<file path="src/rtl/video_timing_ctrl_pkg.sv">
// Shared types and 720p defaults for the HDMI frame scheduler.
// Phase and controller-state enums used by the counters and the top.
package video_timing_pkg;

    typedef enum logic [1:0] {ACTIVE, FP, SYNC, BP} phase_e;
    typedef enum logic {IDLE, RUN} ctrl_state_e;

    localparam int PIX_W = 24;
    localparam int CNT_W = 12;

    localparam int H_ACTIVE_720P = 1280;
    localparam int H_FP_720P     = 110;
    localparam int H_SYNC_720P   = 40;
    localparam int H_BP_720P     = 220;
    localparam int V_ACTIVE_720P = 720;
    localparam int V_FP_720P     = 5;
    localparam int V_SYNC_720P   = 5;
    localparam int V_BP_720P     = 20;

    localparam logic [PIX_W-1:0] UNDERFLOW_RGB_720P = 24'hFF00FF;

endpackage

</file>
<file path="src/rtl/video_timing_ctrl_if.sv">
// Pixel FIFO read port plus raster/pixel output bundle.
// master = the timing controller, slave = FIFO/encoder side.
interface video_timing_ctrl_if;
    import video_timing_pkg::*;

    logic             pix_empty;
    logic             pix_rd;
    logic [PIX_W-1:0] pix_data;
    logic             hsync_out;
    logic             vsync_out;
    logic             de_out;
    logic [CNT_W-1:0] x_out;
    logic [CNT_W-1:0] y_out;
    logic [PIX_W-1:0] rgb_out;
    logic             frame_start;

    modport master (
        input  pix_empty, pix_data,
        output pix_rd, hsync_out, vsync_out, de_out,
        output x_out, y_out, rgb_out, frame_start
    );

    modport slave (
        output pix_empty, pix_data,
        input  pix_rd, hsync_out, vsync_out, de_out,
        input  x_out, y_out, rgb_out, frame_start
    );

endinterface

</file>
<file path="src/rtl/video_timing_ctrl_axis_counter.sv">
// One raster axis: wrapping position counter with phase decode.
// Used once for horizontal clocks and once for vertical lines.
module timing_axis_counter
    import video_timing_pkg::*;
#(
    parameter int N_ACTIVE = 4,
    parameter int N_FP     = 2,
    parameter int N_SYNC   = 2,
    parameter int N_BP     = 2
) (
    input  logic             clk,
    input  logic             rst,
    input  logic             clr,
    input  logic             step,
    output logic [CNT_W-1:0] cnt,
    output phase_e           phase,
    output logic             last
);

    localparam int TOTAL = N_ACTIVE + N_FP + N_SYNC + N_BP;
    localparam logic [CNT_W-1:0] E_ACT  = CNT_W'(N_ACTIVE);
    localparam logic [CNT_W-1:0] E_FP   = CNT_W'(N_ACTIVE + N_FP);
    localparam logic [CNT_W-1:0] E_SYNC = CNT_W'(N_ACTIVE + N_FP + N_SYNC);
    localparam logic [CNT_W-1:0] E_LAST = CNT_W'(TOTAL - 1);

    assign last = (cnt == E_LAST);

    always_ff @(posedge clk) begin
        if (rst || clr) begin
            cnt <= '0;
        end else if (step) begin
            cnt <= last ? '0 : cnt + 1'b1;
        end
    end

    always_comb begin
        phase = BP;
        unique case (1'b1)
            (cnt < E_ACT):                   phase = ACTIVE;
            (cnt >= E_ACT  && cnt < E_FP):   phase = FP;
            (cnt >= E_FP   && cnt < E_SYNC): phase = SYNC;
            (cnt >= E_SYNC):                 phase = BP;
            default:                         phase = BP;
        endcase
    end

endmodule

</file>
<file path="src/rtl/video_timing_ctrl.sv">
// HDMI frame scheduler: raster timing, FIFO fetch look-ahead and
// underflow fill. Counters lead the registered outputs by one cycle.
module video_timing_ctrl
    import video_timing_pkg::*;
#(
    parameter int H_ACTIVE = H_ACTIVE_720P,
    parameter int H_FP     = H_FP_720P,
    parameter int H_SYNC   = H_SYNC_720P,
    parameter int H_BP     = H_BP_720P,
    parameter int V_ACTIVE = V_ACTIVE_720P,
    parameter int V_FP     = V_FP_720P,
    parameter int V_SYNC   = V_SYNC_720P,
    parameter int V_BP     = V_BP_720P,
    parameter bit HS_POL   = 1'b1,
    parameter bit VS_POL   = 1'b1,
    parameter logic [PIX_W-1:0] UNDERFLOW_RGB = UNDERFLOW_RGB_720P
) (
    input  logic clk,
    input  logic rst,
    input  logic en,
    input  logic underflow_clr,
    output logic underflow,
    video_timing_ctrl_if.master vif
);

    localparam int H_TOTAL = H_ACTIVE + H_FP + H_SYNC + H_BP;
    localparam int V_TOTAL = V_ACTIVE + V_FP + V_SYNC + V_BP;
    localparam logic [CNT_W-1:0] HA = CNT_W'(H_ACTIVE);
    localparam logic [CNT_W-1:0] VA = CNT_W'(V_ACTIVE);

    if (H_ACTIVE < 2 || H_FP < 1 || H_SYNC < 1 || H_BP < 1 ||
        V_ACTIVE < 1 || V_FP < 1 || V_SYNC < 1 || V_BP < 1 ||
        H_TOTAL > 4096 || V_TOTAL > 4096) begin : g_bad_params
        $error("video_timing_ctrl: timing parameters out of range");
    end

    ctrl_state_e      state;
    ctrl_state_e      next_state;
    logic [CNT_W-1:0] h_cnt;
    logic [CNT_W-1:0] v_cnt;
    phase_e           h_phase;
    phase_e           v_phase;
    logic             h_last;
    logic             v_last;
    logic             run;
    logic             frame_last;
    logic             restart;
    logic [CNT_W-1:0] nh;
    logic [CNT_W-1:0] nv;
    logic             next_act;
    logic             act0;
    logic             miss_q;

    timing_axis_counter #(
        .N_ACTIVE(H_ACTIVE), .N_FP(H_FP),
        .N_SYNC(H_SYNC),     .N_BP(H_BP)
    ) u_h (
        .clk(clk), .rst(rst), .clr(!run), .step(run),
        .cnt(h_cnt), .phase(h_phase), .last(h_last)
    );

    timing_axis_counter #(
        .N_ACTIVE(V_ACTIVE), .N_FP(V_FP),
        .N_SYNC(V_SYNC),     .N_BP(V_BP)
    ) u_v (
        .clk(clk), .rst(rst), .clr(!run), .step(run && h_last),
        .cnt(v_cnt), .phase(v_phase), .last(v_last)
    );

    always_ff @(posedge clk) begin
        if (rst) state <= IDLE;
        else     state <= next_state;
    end

    assign run        = (state == RUN);
    assign frame_last = run && h_last && v_last;
    assign restart    = !run || frame_last;

    always_comb begin
        next_state = state;
        case (state)
            IDLE:    if (en) next_state = RUN;
            RUN:     if (frame_last && !en) next_state = IDLE;
            default: next_state = IDLE;
        endcase
    end

    // Position the counters will hold next cycle; fetching for it now
    // lands the data in rgb_out together with its de cycle.
    always_comb begin
        nh = '0;
        nv = '0;
        if (!restart) begin
            nh = h_last ? '0 : h_cnt + 1'b1;
            nv = h_last ? v_cnt + 1'b1 : v_cnt;
        end
    end

    assign next_act   = (next_state == RUN) && (nh < HA) && (nv < VA);
    assign act0       = run && (h_phase == ACTIVE) && (v_phase == ACTIVE);
    assign vif.pix_rd = !rst && next_act && !vif.pix_empty;

    always_ff @(posedge clk) begin
        if (rst) miss_q <= 1'b0;
        else     miss_q <= next_act && vif.pix_empty;
    end

    always_ff @(posedge clk) begin
        if (rst || !run) begin
            vif.hsync_out   <= !HS_POL;
            vif.vsync_out   <= !VS_POL;
            vif.de_out      <= 1'b0;
            vif.x_out       <= '0;
            vif.y_out       <= '0;
            vif.rgb_out     <= '0;
            vif.frame_start <= 1'b0;
        end else begin
            vif.hsync_out   <= (h_phase == SYNC) ? HS_POL : !HS_POL;
            vif.vsync_out   <= (v_phase == SYNC) ? VS_POL : !VS_POL;
            vif.de_out      <= act0;
            vif.x_out       <= h_cnt;
            vif.y_out       <= v_cnt;
            vif.frame_start <= (h_cnt == '0) && (v_cnt == '0);
            if (!act0)       vif.rgb_out <= '0;
            else if (miss_q) vif.rgb_out <= UNDERFLOW_RGB;
            else             vif.rgb_out <= vif.pix_data;
        end
    end

    always_ff @(posedge clk) begin
        if (rst) underflow <= 1'b0;
        else     underflow <= (act0 && miss_q) || (underflow && !underflow_clr);
    end

endmodule

</file>
<file path="src/flat_wrapper.sv">
// flat-port wrapper written by rule: the top's interface ports become plain ports
module video_timing_ctrl_flat import video_timing_pkg::*;
#(
    parameter int H_ACTIVE = H_ACTIVE_720P,
    parameter int H_FP     = H_FP_720P,
    parameter int H_SYNC   = H_SYNC_720P,
    parameter int H_BP     = H_BP_720P,
    parameter int V_ACTIVE = V_ACTIVE_720P,
    parameter int V_FP     = V_FP_720P,
    parameter int V_SYNC   = V_SYNC_720P,
    parameter int V_BP     = V_BP_720P,
    parameter bit HS_POL   = 1'b1,
    parameter bit VS_POL   = 1'b1,
    parameter logic [PIX_W-1:0] UNDERFLOW_RGB = UNDERFLOW_RGB_720P
)
  (clk, rst, en, underflow_clr, underflow, vif_pix_empty, vif_pix_data, vif_pix_rd, vif_hsync_out, vif_vsync_out, vif_de_out, vif_x_out, vif_y_out, vif_rgb_out, vif_frame_start);
  video_timing_ctrl_if vif_i ();
  input  logic clk;
  input  logic rst;
  input  logic en;
  input  logic underflow_clr;
  output logic underflow;
  input wire logic [$bits(vif_i.pix_empty)-1:0] vif_pix_empty;
  input wire logic [$bits(vif_i.pix_data)-1:0] vif_pix_data;
  output wire logic [$bits(vif_i.pix_rd)-1:0] vif_pix_rd;
  output wire logic [$bits(vif_i.hsync_out)-1:0] vif_hsync_out;
  output wire logic [$bits(vif_i.vsync_out)-1:0] vif_vsync_out;
  output wire logic [$bits(vif_i.de_out)-1:0] vif_de_out;
  output wire logic [$bits(vif_i.x_out)-1:0] vif_x_out;
  output wire logic [$bits(vif_i.y_out)-1:0] vif_y_out;
  output wire logic [$bits(vif_i.rgb_out)-1:0] vif_rgb_out;
  output wire logic [$bits(vif_i.frame_start)-1:0] vif_frame_start;
  assign vif_i.pix_empty = vif_pix_empty;
  assign vif_i.pix_data = vif_pix_data;
  assign vif_pix_rd = vif_i.pix_rd;
  assign vif_hsync_out = vif_i.hsync_out;
  assign vif_vsync_out = vif_i.vsync_out;
  assign vif_de_out = vif_i.de_out;
  assign vif_x_out = vif_i.x_out;
  assign vif_y_out = vif_i.y_out;
  assign vif_rgb_out = vif_i.rgb_out;
  assign vif_frame_start = vif_i.frame_start;
  video_timing_ctrl #(.H_ACTIVE(H_ACTIVE), .H_FP(H_FP), .H_SYNC(H_SYNC), .H_BP(H_BP), .V_ACTIVE(V_ACTIVE), .V_FP(V_FP), .V_SYNC(V_SYNC), .V_BP(V_BP), .HS_POL(HS_POL), .VS_POL(VS_POL), .UNDERFLOW_RGB(UNDERFLOW_RGB)) u_core (.clk(clk), .rst(rst), .en(en), .underflow_clr(underflow_clr), .underflow(underflow), .vif(vif_i));
endmodule
</file>
<file path="config.mk">
export PLATFORM = sky130hd
export DESIGN_NAME = video_timing_ctrl_flat
export DESIGN_NICKNAME = d
export VERILOG_FILES = /design/src/rtl/video_timing_ctrl_pkg.sv /design/src/rtl/video_timing_ctrl_if.sv /design/src/rtl/video_timing_ctrl_axis_counter.sv /design/src/rtl/video_timing_ctrl.sv /design/src/flat_wrapper.sv
export SDC_FILE = /design/constraint.sdc
export NUM_CORES = 1
export LEC_CHECK = 0
export CAP_MARGIN = 20
export CORE_UTILIZATION = 40
export CTS_CLUSTER_SIZE = 24
export DETAILED_ROUTE_END_ITERATION = 10
export PLACE_DENSITY = 0.66
export SLEW_MARGIN = 20
export SYNTH_ARGS = -nofsm -noshare
export SYNTH_HDL_FRONTEND = slang
export SYNTH_SLANG_ARGS = --single-unit
export TNS_END_PERCENT = 100
</file>
<file path="constraint.sdc">
create_clock -name clk -period 3 [get_ports clk]
set_input_delay 0.3 -clock clk [delete_from_list [all_inputs] [get_ports clk]]
set_output_delay 0.3 -clock clk [all_outputs]
set_load 0.01 [all_outputs]
</file>
==> metrics.txt <==
Post-Syn Area=3210 sq um; CTS tree=done; worst slew pin tran=0.756 ns; initial antenna violation count=0; final setup fails=0; area of the multi-input gates=1500 sq um; f_max=342 MHz; vias in the first global route=2,615; Mean Syn Cell Area=9.48 sq um; worst-skew pair later-pin latency=0.35 ns; Post-DP Area=4270 sq um; DIE WIDTH=91.6 um; RSZ-0062 raised after global routing=true; ANT cells=0; Initial DRT Pass Iterations=4; R2R Setup Slk=0.54 ns; nets=469; Hold Path Class=flop to flop; routed via count=2,817; Tot Pwr=1.98 mW; Final ANT Viol Nets=0; post-route setup TNS=0 ns; Switching Share=22.1%; sequential share of power=54.4%; Worst slew margin=49.5%; Cells after Synth=339; outcome=finished clean; drt via density=5.22; GR Overflow Total=0; Post-Syn Nets=374; Yosys cell types=52; logic gate share of total power=6.1%; clk root buf=clkbuf_8; Crit Path Category=flop to primary output; IO Port Bufs=82; Clock H-tree levels=3; # rows=32; Max rail drop VDD=0.000216 V; Clock Sinks=79; Num CTS Buffers=9; Final min period=2.93 ns; Ports=83; area growth from synthesis to layout=39.2%; type of element capturing the critical path=primary output; post-synthesis sequential area ratio=49.2%; DRC=0; pre-CTS setup slack=-0.0559 ns; Post-DP HPWL=5630 um; DR iter-0 viols=207; PwrDens=443 nW/um^2; Final Hold Viols=0; pin count of the biggest net entering global routing=27; post-DR wirelength/cell=14.6 um; CP required=2.70 ns; Final Non-Filler Cells=540; Post-Route WL=7900 um; Synth Register Bits=79; Max Cap Viol=0; slack of the critical path=0.0749 ns; global-route wire length before repair=12,800 um; Async SR Flop Fraction=0%; GPL Wtd Cong=0.903; number of fill cells=718; Worst-path clk slew=0.08 ns; Slew Viols, Final=0; fin area=4470 sq um; clock share of power=39.5%; Max Root-Sink Buffers=2; P_leak=1.70 nW; share of post-route cells with drive strength above 1=14.4%; P_sw=0.438 mW; die area=8400 sq um; main flop type after synthesis=dfxtp_1; Die H=91.6 um; WP data arrival=2.63 ns; Placed Cells=525; crit share post-route=97.5%; initial core utilization=41.4%; CP Max Fanout=3; Core Area=7770 sq um; GRT Total Usage=19.5%; Seq. cell area=1580 sq um; type of origin of the critical path=flop; clk_skew=0.00855 ns; Synth Warn #=0; P_int=1.54 mW; number of synthesized flops with an enable pin=0
==> layout by cell type, fill, tap and decap left out, types with 4 or more instances in the layout <==
master           count
nand2_1             15
and3_1               7
o31ai_1              6
nand4_1              7
nor2b_1              4
clkbuf_8            10
nor2_1              29
and2_1              21
dfxtp_1             79
clkdlybuf4s50_1     81
inv_1                7
and3b_1              8
nand3_1             10
xnor2_1              7
o21ai_1              7
ha_1                 6
nor3_1               9
nor3b_1              5
buf_4               30
xor2_1               5
o21ai_0              6
a21oi_1             10
o21a_1              16
==> stage by stage <==
stage               hold slack [ns]  utilization (%)
floorplan                     0.372                -
detailed placement            0.491             54.9
global route                  0.529             57.6
finish                        0.503             57.6
CTS                           0.507             57.4
global placement              0.480             54.9
==> per-layer routing <==
metal	up-vias	GRT usage (%)	routed length, um
met5	-	0	0
met4	0	9.26	172
met3	18	4.23	702
met2	135	31.1	3520
met1	1293	25.2	3510
li1	1371	-	-
==> path summary, 6_finish.rpt <==
path / start / endpoint / depth (start not counted)
worst min-delay path: u_core.u_h.cnt[0] / u_core.u_h.cnt[0] / 1
worst max register to register: u_core.u_h.cnt[7] / u_core.u_v.cnt[5] / 7
worst min register to register: u_core.u_h.cnt[0] / u_core.u_h.cnt[0] / 1
worst max-delay path: u_core.u_h.cnt[7] / vif_pix_rd / 6
==> cells in the mapped netlist, drive strengths merged, types with 3 or more instances <==
library cell	number	share of area (%)
dfxtp	79	49
nor2	29	3.4
clkbuf	24	2.8
and2	21	4.1
o21a	16	3.7
nand2	15	1.8
o21ai	13	2.0
a21oi	10	1.6
nand3	10	1.6
nor3	10	1.6
and3	8	1.6
and3b	8	2.2
inv	7	0.82
nand4	7	1.4
o31ai	7	1.8
xnor2	7	1.9
ha	6	2.3
nor3b	6	1.6
xor2	5	1.4
a31oi	4	0.78
buf	4	1.2
nor2b	4	0.78
nor4	4	0.97
or4	4	1.3
nand2b	3	0.58
o211ai	3	0.70
or3	3	0.74
==> critical path, cell delays in order (launching register included) <==
cell and delay, ns:
dfxtp_1 0.33, or4_4 0.52, or4_4 0.51, and3_4 0.18, or4_4 0.48, nor3_2 0.11
buf_2 0.16
==> area by class of cell <==
| cell class | count | area share (%) |
|---|---|---|
| sequential | 79 | 35.4 |
| multi-input combinational | 225 | 33.5 |
| timing repair buffer | 112 | 23.3 |
| clock buffer | 10 | 3.08 |
| tap | 102 | 2.85 |
| clock inverter | 5 | 1.31 |
| inverter | 7 | 0.587 |
==> kinds of logic (layout without fill, tap and decap cells) <==
logic type,after synthesis,in the layout,synth area share (%)
and+or+nand+nor,140,140,25.6
DFF,79,79,49.2
AOI/OAI and AO/OA,66,66,14.3
buffers and inverters,35,134,4.87
xor gates and xnor gates,12,12,3.27
adders and majority gates,6,6,2.34
muxes,1,1,0.350
==> power by group through the flow <==
stage	Combinational (mW)	Sequential [mW]	Clock, mW
final	0.122	1.08	0.782
after global routing	0.131	1.08	0.844
after CTS	0.123	1.08	0.802
after detailed placement	0.123	1.10	0
after global placement	0.122	1.10	0
after floorplan	0.0374	1.10	0
==> repair_timing <==
item                                    CTS  global route
setup buffers                             0             0
cloned                                    0             0
gates resized for setup                   6             2
hold buffers                              0             0
pin swaps                                 0             1
endpoints found under the setup margin    1             1
==> sequential cells by signal (all words and copies together) (netlist names) <==
| register | count |
|---|---|
| u_core.u_v.cnt | 12 |
| u_core.underflow | 1 |
| u_core.vif.de_out | 1 |
| u_core.vif.vsync_out | 1 |
| u_core.miss_q | 1 |
| u_core.vif.x_out | 12 |
| u_core.u_h.cnt | 12 |
| u_core.run | 1 |
| u_core.vif.frame_start | 1 |
| u_core.vif.rgb_out | 24 |
| u_core.vif.y_out | 12 |
| u_core.vif.hsync_out | 1 |
Note: power is estimated with default switching activity, not from simulation.
